### src/rtl/i2c_ctrl_pkg.sv
// Shared types and constants for the I2C hash transaction controller.
package i2c_ctrl_pkg;

  typedef enum logic [2:0] {
    ST_IDLE   = 3'd0,
    ST_ADDR   = 3'd1,
    ST_CMD    = 3'd2,
    ST_DATA   = 3'd3,
    ST_READ   = 3'd4,
    ST_IGNORE = 3'd5
  } state_t;

  localparam logic [7:0] CMD_RESET    = 8'h00;
  localparam logic [7:0] CMD_APPEND   = 8'h01;
  localparam logic [7:0] TX_FILL      = 8'hFF;
  localparam logic [6:0] DEF_I2C_ADDR = 7'h2A;

endpackage

### src/rtl/hash_byte_stage.sv
// Single-entry byte holding register in front of the hasher, with a sticky
// overrun flag for bytes that arrive while the slot is still occupied.
module hash_byte_stage (
  input  logic       clk,
  input  logic       rst_n,
  input  logic       load,
  input  logic [7:0] load_data,
  input  logic       ovr_clr,
  input  logic       ready,
  output logic       can_accept,
  output logic [7:0] data,
  output logic       valid,
  output logic       overrun
);

  // Slot frees up in the same cycle the hasher takes the current byte.
  assign can_accept = !valid || ready;

  always_ff @(posedge clk or negedge rst_n) begin
    if (!rst_n) begin
      data    <= 8'h00;
      valid   <= 1'b0;
      overrun <= 1'b0;
    end else begin
      if (load && can_accept) begin
        data  <= load_data;
        valid <= 1'b1;
      end else if (valid && ready) begin
        valid <= 1'b0;
      end
      if (ovr_clr)
        overrun <= 1'b0;
      else if (load && !can_accept)
        overrun <= 1'b1;
    end
  end

endmodule

### src/rtl/i2c_hash_txn_controller.sv
// I2C transaction sequencer: address/command decode, write streaming into the
// FNV hasher, and MSB-first readback of a hash snapshot taken at the address.
module i2c_hash_txn_controller
  import i2c_ctrl_pkg::*;
#(
  parameter logic [6:0] I2C_ADDR   = DEF_I2C_ADDR,
  parameter int         HASH_WIDTH = 32
) (
  input  logic                  clk,
  input  logic                  rst_n,
  input  logic                  start_strobe,
  input  logic                  stop_strobe,
  input  logic                  rx_byte_valid,
  input  logic [7:0]            rx_byte,
  output logic                  ack_en,
  input  logic                  tx_byte_req,
  output logic [7:0]            tx_byte,
  input  logic                  master_nack,
  output logic [7:0]            hash_data,
  output logic                  hash_valid,
  input  logic                  hash_ready,
  output logic                  hash_init,
  input  logic [HASH_WIDTH-1:0] hash_result,
  output logic                  busy,
  output logic                  overrun
);

  localparam int NBYTES = HASH_WIDTH / 8;
  localparam int IDXW   = $clog2(NBYTES + 1);
  localparam logic [IDXW-1:0] IDX_END = IDXW'(NBYTES);

  state_t                state;
  logic [HASH_WIDTH-1:0] shadow;
  logic [IDXW-1:0]       byte_idx;
  logic                  bus_strobe;
  logic                  data_load;
  logic                  ovr_clr;
  logic                  can_accept;
  logic [7:0]            tx_next;

  assign bus_strobe = start_strobe || stop_strobe;
  assign data_load  = (state == ST_DATA) && rx_byte_valid && !bus_strobe;
  assign ovr_clr    = (state == ST_CMD) && rx_byte_valid && !bus_strobe &&
                      (rx_byte == CMD_RESET) && !hash_valid;

  // Readback byte: shadow MSB byte first, fill once all bytes are sent.
  always_comb begin
    tx_next = TX_FILL;
    if (state == ST_READ) begin
      for (int i = 0; i < NBYTES; i++)
        if (byte_idx == IDXW'(i))
          tx_next = shadow[8*(NBYTES-1-i) +: 8];
    end
  end

  hash_byte_stage u_stage (
    .clk        (clk),
    .rst_n      (rst_n),
    .load       (data_load),
    .load_data  (rx_byte),
    .ovr_clr    (ovr_clr),
    .ready      (hash_ready),
    .can_accept (can_accept),
    .data       (hash_data),
    .valid      (hash_valid),
    .overrun    (overrun)
  );

  always_ff @(posedge clk or negedge rst_n) begin
    if (!rst_n) begin
      state     <= ST_IDLE;
      shadow    <= '0;
      byte_idx  <= '0;
      ack_en    <= 1'b0;
      tx_byte   <= 8'h00;
      hash_init <= 1'b0;
      busy      <= 1'b0;
    end else begin
      hash_init <= 1'b0;
      if (start_strobe) begin
        state  <= ST_ADDR;
        ack_en <= 1'b0;
        busy   <= 1'b1;
      end else if (stop_strobe) begin
        state  <= ST_IDLE;
        ack_en <= 1'b0;
        busy   <= 1'b0;
      end else begin
        if (rx_byte_valid) begin
          unique case (state)
            ST_ADDR: begin
              if (rx_byte[7:1] != I2C_ADDR) begin
                ack_en <= 1'b0;
                state  <= ST_IGNORE;
              end else if (rx_byte[0]) begin
                ack_en   <= 1'b1;
                shadow   <= hash_result;
                byte_idx <= '0;
                state    <= ST_READ;
              end else begin
                ack_en <= 1'b1;
                state  <= ST_CMD;
              end
            end
            ST_CMD: begin
              if (rx_byte == CMD_RESET && !hash_valid) begin
                ack_en    <= 1'b1;
                hash_init <= 1'b1;
                state     <= ST_DATA;
              end else if (rx_byte == CMD_APPEND) begin
                ack_en <= 1'b1;
                state  <= ST_DATA;
              end else begin
                ack_en <= 1'b0;
                state  <= ST_IGNORE;
              end
            end
            ST_DATA: ack_en <= can_accept;
            default: ack_en <= 1'b0;
          endcase
        end
        if (tx_byte_req) begin
          tx_byte <= tx_next;
          if (state == ST_READ && byte_idx != IDX_END)
            byte_idx <= byte_idx + IDXW'(1);
        end
        if (state == ST_READ && master_nack)
          state <= ST_IGNORE;
      end
    end
  end

endmodule

### config.mk
export PLATFORM = sky130hd
export DESIGN_NAME = i2c_hash_txn_controller
export DESIGN_NICKNAME = d
export VERILOG_FILES = /design/src/rtl/i2c_ctrl_pkg.sv /design/src/rtl/hash_byte_stage.sv /design/src/rtl/i2c_hash_txn_controller.sv
export SDC_FILE = /design/constraint.sdc
export NUM_CORES = 1
export LEC_CHECK = 0
export CELL_PAD_IN_SITES_DETAIL_PLACEMENT = 0
export CELL_PAD_IN_SITES_GLOBAL_PLACEMENT = 1
export CORE_MARGIN = 2
export CORE_UTILIZATION = 39
export CTS_BUF_LIST = sky130_fd_sc_hd__clkbuf_16
export CTS_CLUSTER_SIZE = 40
export DETAILED_ROUTE_END_ITERATION = 16
export HOLD_SLACK_MARGIN = 0.03
export PLACE_DENSITY = 0.88
export REMOVE_ABC_BUFFERS = 1
export SYNTH_ARGS = -nofsm -noshare
export SYNTH_HDL_FRONTEND = slang
export SYNTH_SLANG_ARGS = --single-unit
### constraint.sdc
create_clock -name clk -period 1.8 [get_ports clk]
set_input_delay 0.18 -clock clk [delete_from_list [all_inputs] [get_ports clk]]
set_output_delay 0.18 -clock clk [all_outputs]
set_load 0.03 [all_outputs]
; ---- Word-level counts from Yosys, hierarchy flattened
; Index checks and enable logic that the tools add are counted.
[word_totals]
output_inout_bits = 21
in_bits = 48
register_bits = 59
elab_cells = 91
[op_classes]
n_bitwise = 3
addsub = 1
n_reduce_logical = 29
eq_ne = 10
muxes = 38
[ops]
columns = op, count
row1 = $mux W3, 14
row2 = $mux W8, 5
row3 = $mux W1, 17
row4 = $eq A3 B2 Y1 const B, 4
row5 = $logic_and A1 B1 Y1, 12
row6 = $eq A8 B1 Y1 const B, 1
row7 = $logic_not A8 Y1, 1
row8 = $ne A7 B6 Y1 const B, 1
row9 = $eq A3 B1 Y1 const B, 2
row10 = $pmux W3 S2, 1
row11 = $reduce_and A6 Y1, 1
row12 = $reduce_bool A2 Y1, 3
row13 = $reduce_bool A5 Y1, 1
row14 = $reduce_and A2 Y1, 2
row15 = $reduce_bool A4 Y1, 1
row16 = $add A3 B1 Y3 const B, 1
row17 = $eq A3 B3 Y1 const B, 1
row18 = $logic_not A1 Y1, 3
row19 = $logic_not A3 Y1, 1
row20 = $ne A3 B3 Y1 const B, 1
row21 = $not A1 Y1, 3
row22 = $pmux W1 S3, 1
row23 = $reduce_and A3 Y1, 1
row24 = $reduce_bool A3 Y1, 1
row25 = $logic_or A1 B1 Y1, 2

; ---- Depth between registers and ports, before layout
; Gate-level depths: netlist (run 1).
[depth]
ltp_word = 8
ltp_mapped = 7
mapped_depth_nobuf = 6

; ---- By module
; A second synthesis (run 1) with hierarchy kept.
[unflattened]
hier_cells = 216
area_unflattened_um2 = 2871.5
[modules_own_cells]
columns = module, n_inst, area_per_inst_um2, seq_area_each_um2, cells_each
row1 = i2c_hash_txn_controller, 1, 2447.3, 1226.2, 192
row2 = hash_byte_stage, 1, 424.2, 250.2, 24

; ---- Worst setup path before layout (run 1)
; OpenSTA, ideal clock, no wires.
[synth_timing]
path_type = register to register
from = reg state[2]
to = reg u_stage.data[0]
arrival_ns = 1.411
required_ns = 1.675
synth_period_minus_slack_ns = 1.536
slack_ns = 0.264
setup_time_ns = 0.125
path_stages_with_launch = 6
n_path_buf = 1
path_cell_list = dfrtp_1 buf_2 nor2b_1 nand4_1 nor2_2 mux2_2
[synth_via]
elab_chain_cells = 4
[synth_lines]
columns = item, line
row1 = start: declaration, i2c_hash_txn_controller.sv:32  ; state_t state;
row2 = start signal: assignment, i2c_hash_txn_controller.sv:71  ; state <= ST_IDLE;
row3 = start signal: assignment, i2c_hash_txn_controller.sv:81  ; state <= ST_ADDR;
row4 = start signal: assignment, i2c_hash_txn_controller.sv:85  ; state <= ST_IDLE;
row5 = $eq A3 B2 Y1, i2c_hash_txn_controller.sv:42  ; assign data_load = (state == ST_DATA) && rx_byte_valid && !bus_strobe;
row6 = $logic_and A1 B1 Y1 (2 in a row), i2c_hash_txn_controller.sv:42
row7 = $logic_and A1 B1 Y1, hash_byte_stage.sv:25  ; if (load && can_accept) begin
row8 = end signal: assignment, hash_byte_stage.sv:26  ; data <= load_data;
row9 = end: declaration, hash_byte_stage.sv:11  ; output logic [7:0] data,
; No other way between the ends.
; A chain may end at the register's enable or synchronous reset.

; ---- Final worst setup path (run 1)
[layout_timing]
from = reg state[0]
to = reg shadow[31]
[layout_via]
elab_chain_cells = 2
[layout_lines]
columns = item, line
row1 = $eq A3 B1 Y1, i2c_hash_txn_controller.sv:90  ; unique case (state)
row2 = $reduce_and A6 Y1 (no source line), n/a
row3 = end signal: assignment, i2c_hash_txn_controller.sv:97  ; shadow <= hash_result;
row4 = end: declaration, i2c_hash_txn_controller.sv:33  ; logic [HASH_WIDTH-1:0] shadow;
; No other way between the ends.

==> run summary, run 1 <==
The tools report the starting density of the core as 0.397. The proportion of netlist area held by the largest area contributor was 0.518. Before CTS, the worst setup slack after placement is -0.173 ns.

Cell internal power was estimated by the tool at 2.80 mW. The sum of net half-perimeters after detailed placement is 4.47 mm, and the maximum resistive drop on vdd is 0.498 mV. The endpoint class of the critical path is a flip-flop.

Static timing analysis puts the maximum clock frequency at 596 MHz. The run gives 4 as the number of detailed-route iterations in the first pass. The die covers 8000 um2. The final core utilization was 0.571; the total routed wirelength was 6.25 mm. In this run the critical register-to-register path is launched from state[0]$_DFFE_PN0P_. Data arrives at the worst endpoint at 1.88 ns. The area of the mapped netlist is 2850 um2, and the largest buffer count on any clock path is 2. The count of placed standard cells in the final layout, fillers left out is 411, and the antenna violation net count after detailed routing is 0. The critical path goes through and3b_1 -> and4_4 -> nand2_4 -> buf_12 -> mux2_1. The period utilization works out to 0.931.

The run gives 0.172 as the total routing usage reported by global routing. The synthesized netlist contains 42 unique library cells. Across all setup checks in the final design, the least slack found is 0.123 ns.

The clock net in this run drives a total of 59 sinks. The min-delay analysis places its worst path in the category primary input to asynchronous set/reset pin. The logic gate share of total power was 0.126. The region available for standard cell placement spans 7180 um2.

At the later pin of the worst-skew pair, clock insertion delay measures 0.32 ns. In this run the tool buffered the top-level ports with 68 buffer cells. The reported net switching power was 817 uW.

Leaving out fill and tap cells, the most frequent cell in the layout is clkdlybuf4s50_1. For this run, the number of Yosys warnings is 0. Hold timing on the final database bottoms out at a slack of 0.299 ns.

Summing over every cut layer, the via total after detailed routing is 2031. Using the TritonRoute via totals, the vias-per-cell ratio works out to 4.94. The post-CTS setup repair buffer count is 0.

TritonCTS built the clock tree. The run gives 216 as the cell count after synthesis. Largest delay contributor family on the critical path: simple AND/OR/NAND/NOR gates. The tools report the I/O pin count as 69.

The analysis attributes to cell leakage a power of 1.90 nW. The detailed router finished its first iteration with 83 violations. Final setup skew: 0.00536 ns. The worst setup path is launched from a flip-flop.

Summed over all instances, the cell type with the most area after synthesis is dfrtp_1. The cell at the root of the clock tree is clkbuf_16. The first global-routing pass estimated 10.3 mm of wire. The flow ran to the end, and the final reports show no timing, DRC or antenna violations. For the total CTS buffers, the log shows 9. Setup repair after global routing left no endpoint under its margin. The worst-margin pin slew is 0.418 ns, and the total power draw is 3.62 mW. In this run, synthesis produced a sequential element count of 59. The required time reported for the critical path endpoint was 2.00 ns.

The clock edge transition at the registers on the reported setup and hold paths was 0.05 ns; the number of max-cap violations was 0. Critical path class: flip-flop to flip-flop. For the total count of max-transition violations in the final report, the log shows 0.

The total power per unit cell area was 883 nW/um2. The logs give 0.518 for the sequential cell area fraction in the yosys report and 47 for the largest net degree at the start of global routing. Leaving out fill and tap cells, the most frequent cells in the layout are 67 x clkdlybuf4s50_1, 59 x dfrtp_1, 29 x mux2_4.

Final hold violation count: 0. The total setup violations reported at the end of the flow came out at 0. The H-tree generated during clock tree synthesis spans 3 levels.

For the clock share of power, the log shows 0.489. The layout cell share with drive strength beyond 1 came out at 0.260. The combined buffer and inverter count along the critical path came out at 1.

Summing all non-filler instances in the final layout gives an area of 4100 um2. The largest fanout on the critical path was 16. The tools report the layout filler cell count as 608. The switching share of power is 0.226, and the post-place instance area is 3770 um2. For the number of placement rows, the log shows 31. By area the synthesized netlist is led by dfrtp_1 52%, mux2_4 15%, mux2_2 3.2%. In the final design database the tool counted 360 nets. The critical path startpoint was state[0]$_DFFE_PN0P_. For this run the aggregate overflow at the end of global routing stands at 0. After detailed routing, the average wire length per cell comes to 15.2 um. The worst path needs 1.68 ns of the cycle, external delays included. 0 antenna diodes ended up in the layout. On the critical path, the stage with the largest delay is an instance of dfrtp_1. The initial antenna violation count came out at 0. The run gives 0.720 as the worst slew margin relative to its limit. Mean post-synth cell area: 13.2 um2. For the portion of total power attributed to sequential cells, the log shows 0.386.

The floorplan step set the die height to 89.5 um. The post-synthesis to final-layout area growth is 43.8%. In the routed design, unresolved DRC markers number 0. After routing, the total negative slack on setup checks comes to 0 ns. The floorplan die width was 89.5 um; the instance count after placement with tap cells included was 394.

The run gives 2160 as the number of global-route vias before repair. Global placement routability congestion: 0.835. The largest single stage delay on the critical path is 0.50 ns.
==> final cells by class <==
| cell class | instances | area [um2] | share of cell area |
|---|---|---|---|
| Inverter | 8 | 30.0 | 0.00733 |
| Clock buffer | 9 | 225 | 0.0550 |
| Sequential cell | 59 | 1480 | 0.361 |
| Clock inverter | 7 | 83.8 | 0.0205 |
| Tap cell | 99 | 124 | 0.0302 |
| Timing Repair Buffer | 88 | 866 | 0.211 |
| Multi-Input combinational cell | 141 | 1290 | 0.315 |
==> kinds of logic after synthesis <==
kind of cell	Yosys count	synth area share
buf+inv	16	0.0303
fa+ha+maj	5	0.0220
mux	42	0.204
compound gates	50	0.126
simple gates	44	0.0993
flops	59	0.518
==> path summary, 6_finish.rpt <==
path	to	slack (ns)	cells after the start
setup / recovery	shadow[31]$_DFFE_PN0P_	0.12	5
hold / removal	shadow[8]$_DFFE_PN0P_	0.30	2
setup reg to reg	shadow[31]$_DFFE_PN0P_	0.12	5
hold reg to reg	busy$_DFFE_PN0N_	0.48	1
max in group asynchronous	shadow[14]$_DFFE_PN0P_	0.96	3
min in group clk	shadow[17]$_DFFE_PN0P_	0.44	2
==> routing by layer <==
| layer | part of all wire | global-route usage |
|---|---|---|
| met4 | 0.019 | 0.0923 |
| met2 | 0.50 | 0.281 |
| met3 | 0.034 | 0.0332 |
| met5 | 0 | 0 |
| met1 | 0.44 | 0.214 |
==> power by group through the flow <==
stage	Clock (mW)	Combinational (mW)	Sequential [mW]
finish	1.77	0.454	1.39
global placement	0	0.447	1.41
global route	1.87	0.502	1.40
detailed placement	0	0.455	1.42
CTS	1.80	0.460	1.39
floorplan	0	0.193	1.43
==> Yosys cell counts <==
cell and count:
nand2_1 13, clkbuf_1 2, o32ai_1 1, nor2_2 2, a311o_1 1, nor2b_1 2, a31oi_1 2, o31ai_1 2
inv_1 7, nand3_1 2, o22ai_1 8, o2111ai_1 1, nand4_1 2, a21oi_1 3, nand4bb_1 2, dfrtp_1 59
nor4_4 1, o211ai_1 1, a21o_1 2, buf_6 3, and3b_1 1, mux2_1 5, o22a_1 8, and4_4 1
o221a_1 1, nand2_4 1, buf_2 3, o2bb2ai_1 1, nor2_1 5, o21a_1 10, nand3_2 1, ha_1 5
inv_2 1, or3_1 2, o21ai_0 8, or4_1 1, a2111oi_1 1, nand2b_1 5, mux2_4 29, mux2_2 8
and3_1 2, nor3b_4 1
==> sequential cells by signal, summed over array words and instances, names as in the netlist <==
signal and cells:
u_stage.overrun 1, ack_en 1, u_stage.data 8, hash_init 1, tx_byte 8, shadow 32, state 3, byte_idx 3
busy 1, u_stage.valid 1
==> worst register-to-register path: cells and delay by family, from the launching register on <==
family	cells	cell delay, ns
flip-flops	1	0.50
buffers and inverters	1	0.18
multiplexers	1	0.31
AND/OR/NAND/NOR	3	0.56
==> what timing repair did <==
action,4_1_cts,5_1_grt
hold endpoints to repair,13,0
hold buffers,1,0
setup endpoints to repair,0,3
gates resized for setup,0,1
(Power assumes the default switching activity.)
==> run 2: changes to the inputs <==
--- a/config.mk
+++ b/config.mk
@@ -10,6 +10,7 @@
 export CORE_MARGIN = 2
 export CORE_UTILIZATION = 39
 export CTS_BUF_LIST = sky130_fd_sc_hd__clkbuf_16
+export CTS_CLUSTER_DIAMETER = 50
 export CTS_CLUSTER_SIZE = 40
 export DETAILED_ROUTE_END_ITERATION = 16
 export HOLD_SLACK_MARGIN = 0.03
==> results of run 2 <==
Final layout, timing and power as in run 1 (identical DEF).
